**config.mk**
```make
export PLATFORM = sky130hd
export DESIGN_NAME = uart_tx_buffered
export DESIGN_NICKNAME = d
export VERILOG_FILES = /design/src/rtl/uart_tx_buffered.sv
export SDC_FILE = /design/constraint.sdc
export NUM_CORES = 1
export LEC_CHECK = 0
export ABC_CLOCK_PERIOD_IN_PS = 7700
export CORE_MARGIN = 2
export CORE_UTILIZATION = 57
export CTS_CLUSTER_SIZE = 16
export DETAILED_ROUTE_END_ITERATION = 8
export PLACE_DENSITY = 0.84
export SLEW_MARGIN = 15
export SYNTH_ARGS = -nofsm -noshare
export SYNTH_HDL_FRONTEND = slang
export SYNTH_SLANG_ARGS = --single-unit
```
**constraint.sdc**
```tcl
create_clock -name clk -period 7.7 [get_ports clk]
set_clock_uncertainty 0.1 [all_clocks]
set_input_delay 1.925 -clock clk [delete_from_list [all_inputs] [get_ports clk]]
set_output_delay 1.925 -clock clk [all_outputs]
set_load 0.01 [all_outputs]
```
**src/rtl/uart_tx_buffered.sv**
```systemverilog
// Buffered UART transmitter: bytes enter a FIFO on a valid/ready handshake and are
// serialised LSB first as 8N1 (or 8E1 with PARITY_EN) at CLKS_PER_BIT clocks per bit.
module uart_tx_buffered #(
    parameter int CLKS_PER_BIT = 868,
    parameter int FIFO_DEPTH   = 16,
    parameter bit PARITY_EN    = 1'b0
) (
    input  logic                        clk,
    input  logic                        i_reset_n,
    input  logic [7:0]                  i_data,
    input  logic                        i_valid,
    output logic                        o_ready,
    output logic                        o_tx,
    output logic                        o_busy,
    output logic [$clog2(FIFO_DEPTH):0] o_fifo_count
);
    localparam int AW = $clog2(FIFO_DEPTH);
    localparam int BW = (CLKS_PER_BIT > 1) ? $clog2(CLKS_PER_BIT) : 1;
    localparam logic [AW:0]   FULL_COUNT = (AW+1)'(FIFO_DEPTH);
    localparam logic [BW-1:0] BAUD_LAST  = BW'(CLKS_PER_BIT - 1);

    typedef enum logic [2:0] {IDLE, START, DATA, PARITY, STOP} state_t;

    state_t        state;
    logic [7:0]    mem [FIFO_DEPTH];
    logic [AW-1:0] wr_ptr;
    logic [AW-1:0] rd_ptr;
    logic [AW:0]   count;
    logic [AW:0]   count_next;
    logic [BW-1:0] baud_cnt;
    logic [2:0]    bit_idx;
    logic [7:0]    shift_reg;
    logic          parity_bit;
    logic          push;
    logic          pop;
    logic          baud_done;
    logic          enters_idle;

    assign o_ready      = (count != FULL_COUNT);
    assign o_fifo_count = count;
    assign push         = i_valid && o_ready;
    assign baud_done    = (baud_cnt == BAUD_LAST);

    // A pop happens only where the line is free to start a new frame.
    assign pop         = (count != '0) && ((state == IDLE) || (state == STOP && baud_done));
    assign enters_idle = !pop && ((state == IDLE) || (state == STOP && baud_done));

    // NOTE: every variable written in always_comb gets a default first, so no latch is inferred.
    always_comb begin
        count_next = count;
        if (push && !pop) begin
            count_next = count + (AW+1)'(1);
        end else if (pop && !push) begin
            count_next = count - (AW+1)'(1);
        end
    end

    // NOTE: the storage array is deliberately not reset; pointers and count alone say what is valid.
    always_ff @(posedge clk) begin
        if (push) begin
            mem[wr_ptr] <= i_data;
        end
    end

    always_ff @(posedge clk or negedge i_reset_n) begin
        if (!i_reset_n) begin
            wr_ptr <= '0;
            rd_ptr <= '0;
            count  <= '0;
        end else begin
            if (push) wr_ptr <= wr_ptr + AW'(1);
            if (pop)  rd_ptr <= rd_ptr + AW'(1);
            count <= count_next;
        end
    end

    // NOTE: sequential state uses non-blocking assignments so every register samples pre-edge values.
    always_ff @(posedge clk or negedge i_reset_n) begin
        if (!i_reset_n) begin
            state      <= IDLE;
            o_tx       <= 1'b1;
            o_busy     <= 1'b0;
            baud_cnt   <= '0;
            bit_idx    <= '0;
            shift_reg  <= '0;
            parity_bit <= 1'b0;
        end else begin
            o_busy <= !enters_idle || (count_next != '0);
            if (pop) begin
                shift_reg  <= mem[rd_ptr];
                parity_bit <= ^mem[rd_ptr];
            end
            case (state)
                IDLE: begin
                    o_tx     <= 1'b1;
                    baud_cnt <= '0;
                    bit_idx  <= '0;
                    if (pop) begin
                        state <= START;
                        o_tx  <= 1'b0;
                    end
                end
                START: begin
                    if (baud_done) begin
                        baud_cnt  <= '0;
                        state     <= DATA;
                        o_tx      <= shift_reg[0];
                        shift_reg <= {1'b0, shift_reg[7:1]};
                    end else begin
                        baud_cnt <= baud_cnt + BW'(1);
                    end
                end
                DATA: begin
                    if (baud_done) begin
                        baud_cnt <= '0;
                        if (bit_idx == 3'd7) begin
                            bit_idx <= '0;
                            if (PARITY_EN) begin
                                state <= PARITY;
                                o_tx  <= parity_bit;
                            end else begin
                                state <= STOP;
                                o_tx  <= 1'b1;
                            end
                        end else begin
                            bit_idx   <= bit_idx + 3'd1;
                            o_tx      <= shift_reg[0];
                            shift_reg <= {1'b0, shift_reg[7:1]};
                        end
                    end else begin
                        baud_cnt <= baud_cnt + BW'(1);
                    end
                end
                PARITY: begin
                    if (baud_done) begin
                        baud_cnt <= '0;
                        state    <= STOP;
                        o_tx     <= 1'b1;
                    end else begin
                        baud_cnt <= baud_cnt + BW'(1);
                    end
                end
                STOP: begin
                    if (baud_done) begin
                        baud_cnt <= '0;
                        // Chain straight into the next start bit when a byte is waiting.
                        if (pop) begin
                            state <= START;
                            o_tx  <= 1'b0;
                        end else begin
                            state <= IDLE;
                            o_tx  <= 1'b1;
                        end
                    end else begin
                        baud_cnt <= baud_cnt + BW'(1);
                    end
                end
                default: begin
                    state <= IDLE;
                    o_tx  <= 1'b1;
                end
            endcase
        end
    end
endmodule

```
* After elaboration in Yosys (flattened, before gate mapping) *
Memories as Yosys holds them, arrays and structs flattened.
Index checks and enable logic that the tools add are counted.

word-level totals
  bits in registers = 39
  memory bits (writable) = 128
  memories kept = 1

cells by class
  add/subtract/negate cells = 6
  equal/unequal tests = 13
  mux-type cells = 29
  reductions and logical operators = 20

memories
  memory  depth  bits a word  read ports  clocked after memory_dff  write ports  line  source
  mem     16     8            1           0                         1            25    logic [7:0] mem [FIFO_DEPTH];

operators by type and width
  kind                                                                    number
  8-bit two-way mux                                                       4
  3-bit two-way mux                                                       8
  10-bit one-hot mux with 2 select lines                                  1
  8-bit one-hot mux with 2 select lines                                   1
  3-bit one-hot mux with 5 select lines                                   1
  2-bit != test (second input constant)                                   6
  10-bit by 1-bit adder with 10-bit output (second input constant)        1
  10-bit equality test (second input constant)                            1
  10-bit two-way mux                                                      1
  5-bit two-way mux                                                       2
  5-bit nonzero test                                                      2
  1-bit two-way mux                                                       9
  4-bit by 1-bit adder with 4-bit output (second input constant)          2
  3-bit by 2-bit equality test with 1-bit output (second input constant)  2
  3-bit equality test (second input constant)                             2
  1-bit logical AND                                                       6
  3-bit one-hot mux with 2 select lines                                   1
  6-bit AND reduction                                                     1
  5-bit by 1-bit adder with 5-bit output (second input constant)          1
  5-bit != test (second input constant)                                   1
  1-bit one-hot mux with 5 select lines                                   1
  5-bit by 1-bit subtractor with 5-bit output (second input constant)     1
  4-bit AND reduction                                                     1
  2-bit nonzero test                                                      2
  other kinds (7)                                                         10

* Logic depth before layout (Yosys ltp) *
  word-level depth = 9
  mapped depth = 9
  gate-level depth less buffers = 7

* Worst setup path after synthesis *
No wires, ideal clock.

  path kind = in2reg
  start = input i_valid
  end = memory mem[3][0], enable pin
  setup time = 0.383 ns
  arrival time = 3.365 ns
  required time = 7.217 ns
  slack = 3.851 ns
  cell stages on the path = 5
  cell sequence = clkbuf_1 -> and2_1 -> clkbuf_1 -> nand2_1 -> nor3_1

between the ends
  word-level cells in the longest chain between the ends = 3

ends and longest elaborated chain
  what                                     line  source
  start, declared                          11    input logic i_valid,
  1-bit logical AND                        41    assign push = i_valid && o_ready;
  1-bit two-way mux                        60    if (push) begin
  1-bit two-way mux (implied by the code)  61    mem[wr_ptr] <= i_data;
  end, declared                            25

Every way passes these cells.

* Worst setup path in the final report *
  start = register count[1], in the netlist o_fifo_count[1]
  end = output o_ready

between the ends
  word-level cells in the longest chain between the ends = 1

ends and longest elaborated chain
  what                    line  source
  start, declared         28    logic [AW:0] count;
  start signal, assigned  73    count <= count_next;
  5-bit != test           39    assign o_ready = (count != FULL_COUNT);
  end, declared           12    output logic o_ready,

Every way passes these cells.

==> metrics.json <==
{
  "initial_core_util": {"value": 58.5, "unit": "%"},
  "grt_overflow": {"value": 0},
  "synth.largest_area_cell": {"value": "edfxtp_1"},
  "die-width": {"value": 115, "unit": "um"},
  "timing.critical_path.to_type": {"value": "primary output"},
  "worstPathRequired": {"value": 5680, "unit": "ps"},
  "dp.final_hpwl": {"value": 9300, "unit": "um"},
  "fin_hold_ws": {"value": 412, "unit": "ps"},
  "min_delay_path_depth": {"value": 1},
  "global_router_s_overall_resource_usage": {"value": 24.2, "unit": "%"},
  "synth.area.top_cells": {"value": "edfxtp_1 54%, dfrtp_1 13%, mux4_2 13%, ha_1 2.0%, nor2_1 1.6%"},
  "mappedNetlistNets": {"value": 440},
  "cts_sinks": {"value": 167},
  "post-route-drc-count": {"value": 0},
  "share_of_layout_cells_above_drive_strength_1": {"value": 19.2, "unit": "%"},
  "vdd_ir_drop_max": {"value": 0.224, "unit": "mV"},
  "r2r.worst_path.cells": {"value": 6},
  "synth_top_cell_area_share": {"value": 54.5, "unit": "%"},
  "avgRoutedWirePerCell": {"value": 23.9, "unit": "um"},
  "hold_viol": {"value": 0},
  "path_clk_slew": {"value": 70, "unit": "ps"},
  "cp-start-kind": {"value": "flop"},
  "finish.net_count": {"value": 457},
  "mappedNetlistArea": {"value": 7060, "unit": "sq um"},
  "status": {"value": "complete, no violations"},
  "count_of_flip_flops_with_a_built_in_enable_after_synthesis": {"value": 128},
  "finish.cell_count_without_fillers": {"value": 617},
  "htree_num_levels": {"value": 4},
  "synth.distinct_cells": {"value": 53},
  "ys_seq_elements": {"value": 167},
  "leakage_power": {"value": 0.00275, "unit": "uW"},
  "drt_first_pass_iters": {"value": 7},
  "core.rowCount": {"value": 40},
  "timing.critical_path.arrival": {"value": 2170, "unit": "ps"},
  "dieHeight": {"value": 115, "unit": "um"},
  "post_detailed_routing_wire_length": {"value": 14700, "unit": "um"},
  "maxCapViolations": {"value": 0},
  "post_cts_buffers": {"value": 0},
  "min_path_type": {"value": "flop to flop"},
  "hold-path-endpoint": {"value": "shift_reg[0]"},
  "vias_per_cell": {"value": 6.34},
  "synth_warnings": {"value": 0},
  "clk_latency": {"value": 430, "unit": "ps"},
  "num_vias": {"value": 3909},
  "cts_root_buf": {"value": "clkbuf_16"},
  "number_of_cells_in_the_design_after_placement": {"value": 584},
  "grt_pass1_wl": {"value": 22800, "unit": "um"},
  "worst_slew_margin_rel": {"value": 27.4, "unit": "%"},
  "r2r-end": {"value": "mem[1][0]"},
  "setup_violations": {"value": 0},
  "grt_setup_unrepaired": {"value": "false"},
  "synth_area_per_cell": {"value": 16.9, "unit": "sq um"},
  "post_layout_min_period": {"value": 4190, "unit": "ps"},
  "grt_pass1_vias": {"value": 3964},
  "power_total": {"value": 2180, "unit": "uW"},
  "areaGrowthSynthToFinish": {"value": 12.1, "unit": "%"},
  "port-buffer-count": {"value": 18},
  "drtIter0Drc": {"value": 474},
  "cts_buf_count": {"value": 17},
  "tritoncts": {"value": "yes"},
  "fmaxAchievable": {"value": 0.238, "unit": "GHz"},
  "criticalPathCategory": {"value": "flop to primary output"},
  "largest_reg_flops": {"value": 128},
  "finalSetupTns": {"value": 0, "unit": "ps"},
  "ys_async_sr_fraction": {"value": 23.4, "unit": "%"},
  "ant_nets": {"value": 0},
  "global_placer_s_final_weighted_congestion": {"value": 0.910},
  "synth_flop_cell": {"value": "edfxtp_1"},
  "die_area": {"value": 13300, "unit": "sq um"},
  "tightest_slew": {"value": 1080, "unit": "ps"},
  "grt_start_max_net_pins": {"value": 40},
  "coreArea": {"value": 12100, "unit": "sq um"},
  "cts-resized-gates": {"value": 0},
  "synth_seq_area_share": {"value": 68.3, "unit": "%"},
  "path_max_fanout": {"value": 8},
  "slew_violations": {"value": 0},
  "clk_path_buf_depth": {"value": 2},
  "min_period_over_period": {"value": 54.5, "unit": "%"},
  "pwr_density_cell": {"value": 276, "unit": "nW/um^2"},
  "crit-reg2reg-launch": {"value": "o_fifo_count[1]"},
  "initial_antenna_violation_count": {"value": 1},
  "top_level_ports": {"value": 19},
  "min-delay-start": {"value": "shift_reg[1]"},
  "syn-instance-count": {"value": 418},
  "ctsHoldBuffers": {"value": 0},
  "final_core_utilization": {"value": 65.6, "unit": "%"},
  "reg2reg_setup_slack": {"value": 4630, "unit": "ps"}
}
## per-stage QoR
step	instance area, sq um	worst slack (ps)
2_1_floorplan	7060	3850
3_3_place_gp	7340	3330
3_5_place_dp	7340	3170
4_1_cts	7910	3530
5_1_grt	7910	3400
6_report	7910	3510
## layout by cell type, fill, tap and decap left out, types with 3 or more instances in the layout
| cell | Yosys | routed |
|---|---|---|
| a21o_1 | 3 | 3 |
| a21oi_1 | 9 | 9 |
| a221o_1 | 7 | 7 |
| a22o_1 | 6 | 6 |
| and2_1 | 5 | 5 |
| and3_1 | 7 | 7 |
| clkbuf_16 | 0 | 17 |
| clkdlybuf4s50_1 | 0 | 17 |
| dfrtp_1 | 38 | 37 |
| edfxtp_1 | 128 | 128 |
| ha_1 | 11 | 11 |
| inv_1 | 8 | 8 |
| inv_6 | 0 | 6 |
| mux4_2 | 40 | 40 |
| nand2_1 | 21 | 21 |
| nand2b_1 | 4 | 4 |
| nand3_1 | 8 | 8 |
| nand4_1 | 6 | 6 |
| nor2_1 | 30 | 30 |
| nor3_1 | 9 | 9 |
| o21ai_0 | 7 | 7 |
| xnor2_1 | 10 | 10 |
| xor2_1 | 6 | 6 |
## final cells by class
cell class,count,area (sq um)
tap,168,210
antenna,1,2.50
multi-input combinational,222,2100
clock inverter,15,138
timing repair buffer,19,183
inverter,8,30.0
clock buffer,17,425
sequential,167,4820
fill,783,4150
## cell families after synthesis
family                   count (synthesis)  share of synthesized area [%]
flip-flops                             167                           68.3
adder cells (fa/ha/maj)                 11                           1.95
buffers and inverters                   29                           1.93
AND/OR/NAND/NOR                        109                           8.17
XOR/XNOR                                16                           1.99
AO/OA/AOI/OAI                           43                           4.43
multiplexers                            43                           13.2
## how the worst max path moves through the flow
stage / from / slack, ps / cells after the start / endpoint
3_5_place_dp: i_valid / 3170 / 4 / mem[0][5]
5_1_grt: i_valid / 3400 / 4 / mem[2][4]
3_3_place_gp: i_valid / 3330 / 4 / mem[2][6]
4_1_cts: o_fifo_count[1] / 3530 / 4 / o_ready
6_report: o_fifo_count[1] / 3510 / 4 / o_ready
2_1_floorplan: i_valid / 3850 / 5 / mem[3][0]
## cells in the mapped netlist, types with 5 or more instances
cell type / number
inv_1: 8
a22o_1: 6
nor3_1: 9
dfrtp_1: 38
mux4_2: 40
xnor2_1: 10
and3_1: 7
nand2_1: 21
ha_1: 11
xor2_1: 6
nor2_1: 30
nand3_1: 8
clkbuf_1: 10
o21ai_0: 7
and2_1: 5
a221o_1: 7
edfxtp_1: 128
a21oi_1: 9
nand4_1: 6
buf_1: 6
## layer usage
metal  vias to the layer above  part of all wire (%)  track usage (%)  wire (um)
li1                       1688                     -                -          -
met1                      1985                    39             31.2       5690
met2                       195                    52             40.0       7670
met3                        41                   6.5             5.69        955
met4                         0                   2.9             10.1        427
met5                         -                     0                0          0
## worst max-delay path: stages (launching register included)
cell             delay (ps)
dfrtp_1                 450
inv_1                   170
ha_1                    200
nand4bb_1               330
clkdlybuf4s50_1         590
## power by group
group          total, uW  switching, uW  internal [uW]
Clock                800            375            425
Sequential          1130           60.3           1070
Combinational        254            148            106
(Power assumes the default switching activity.)
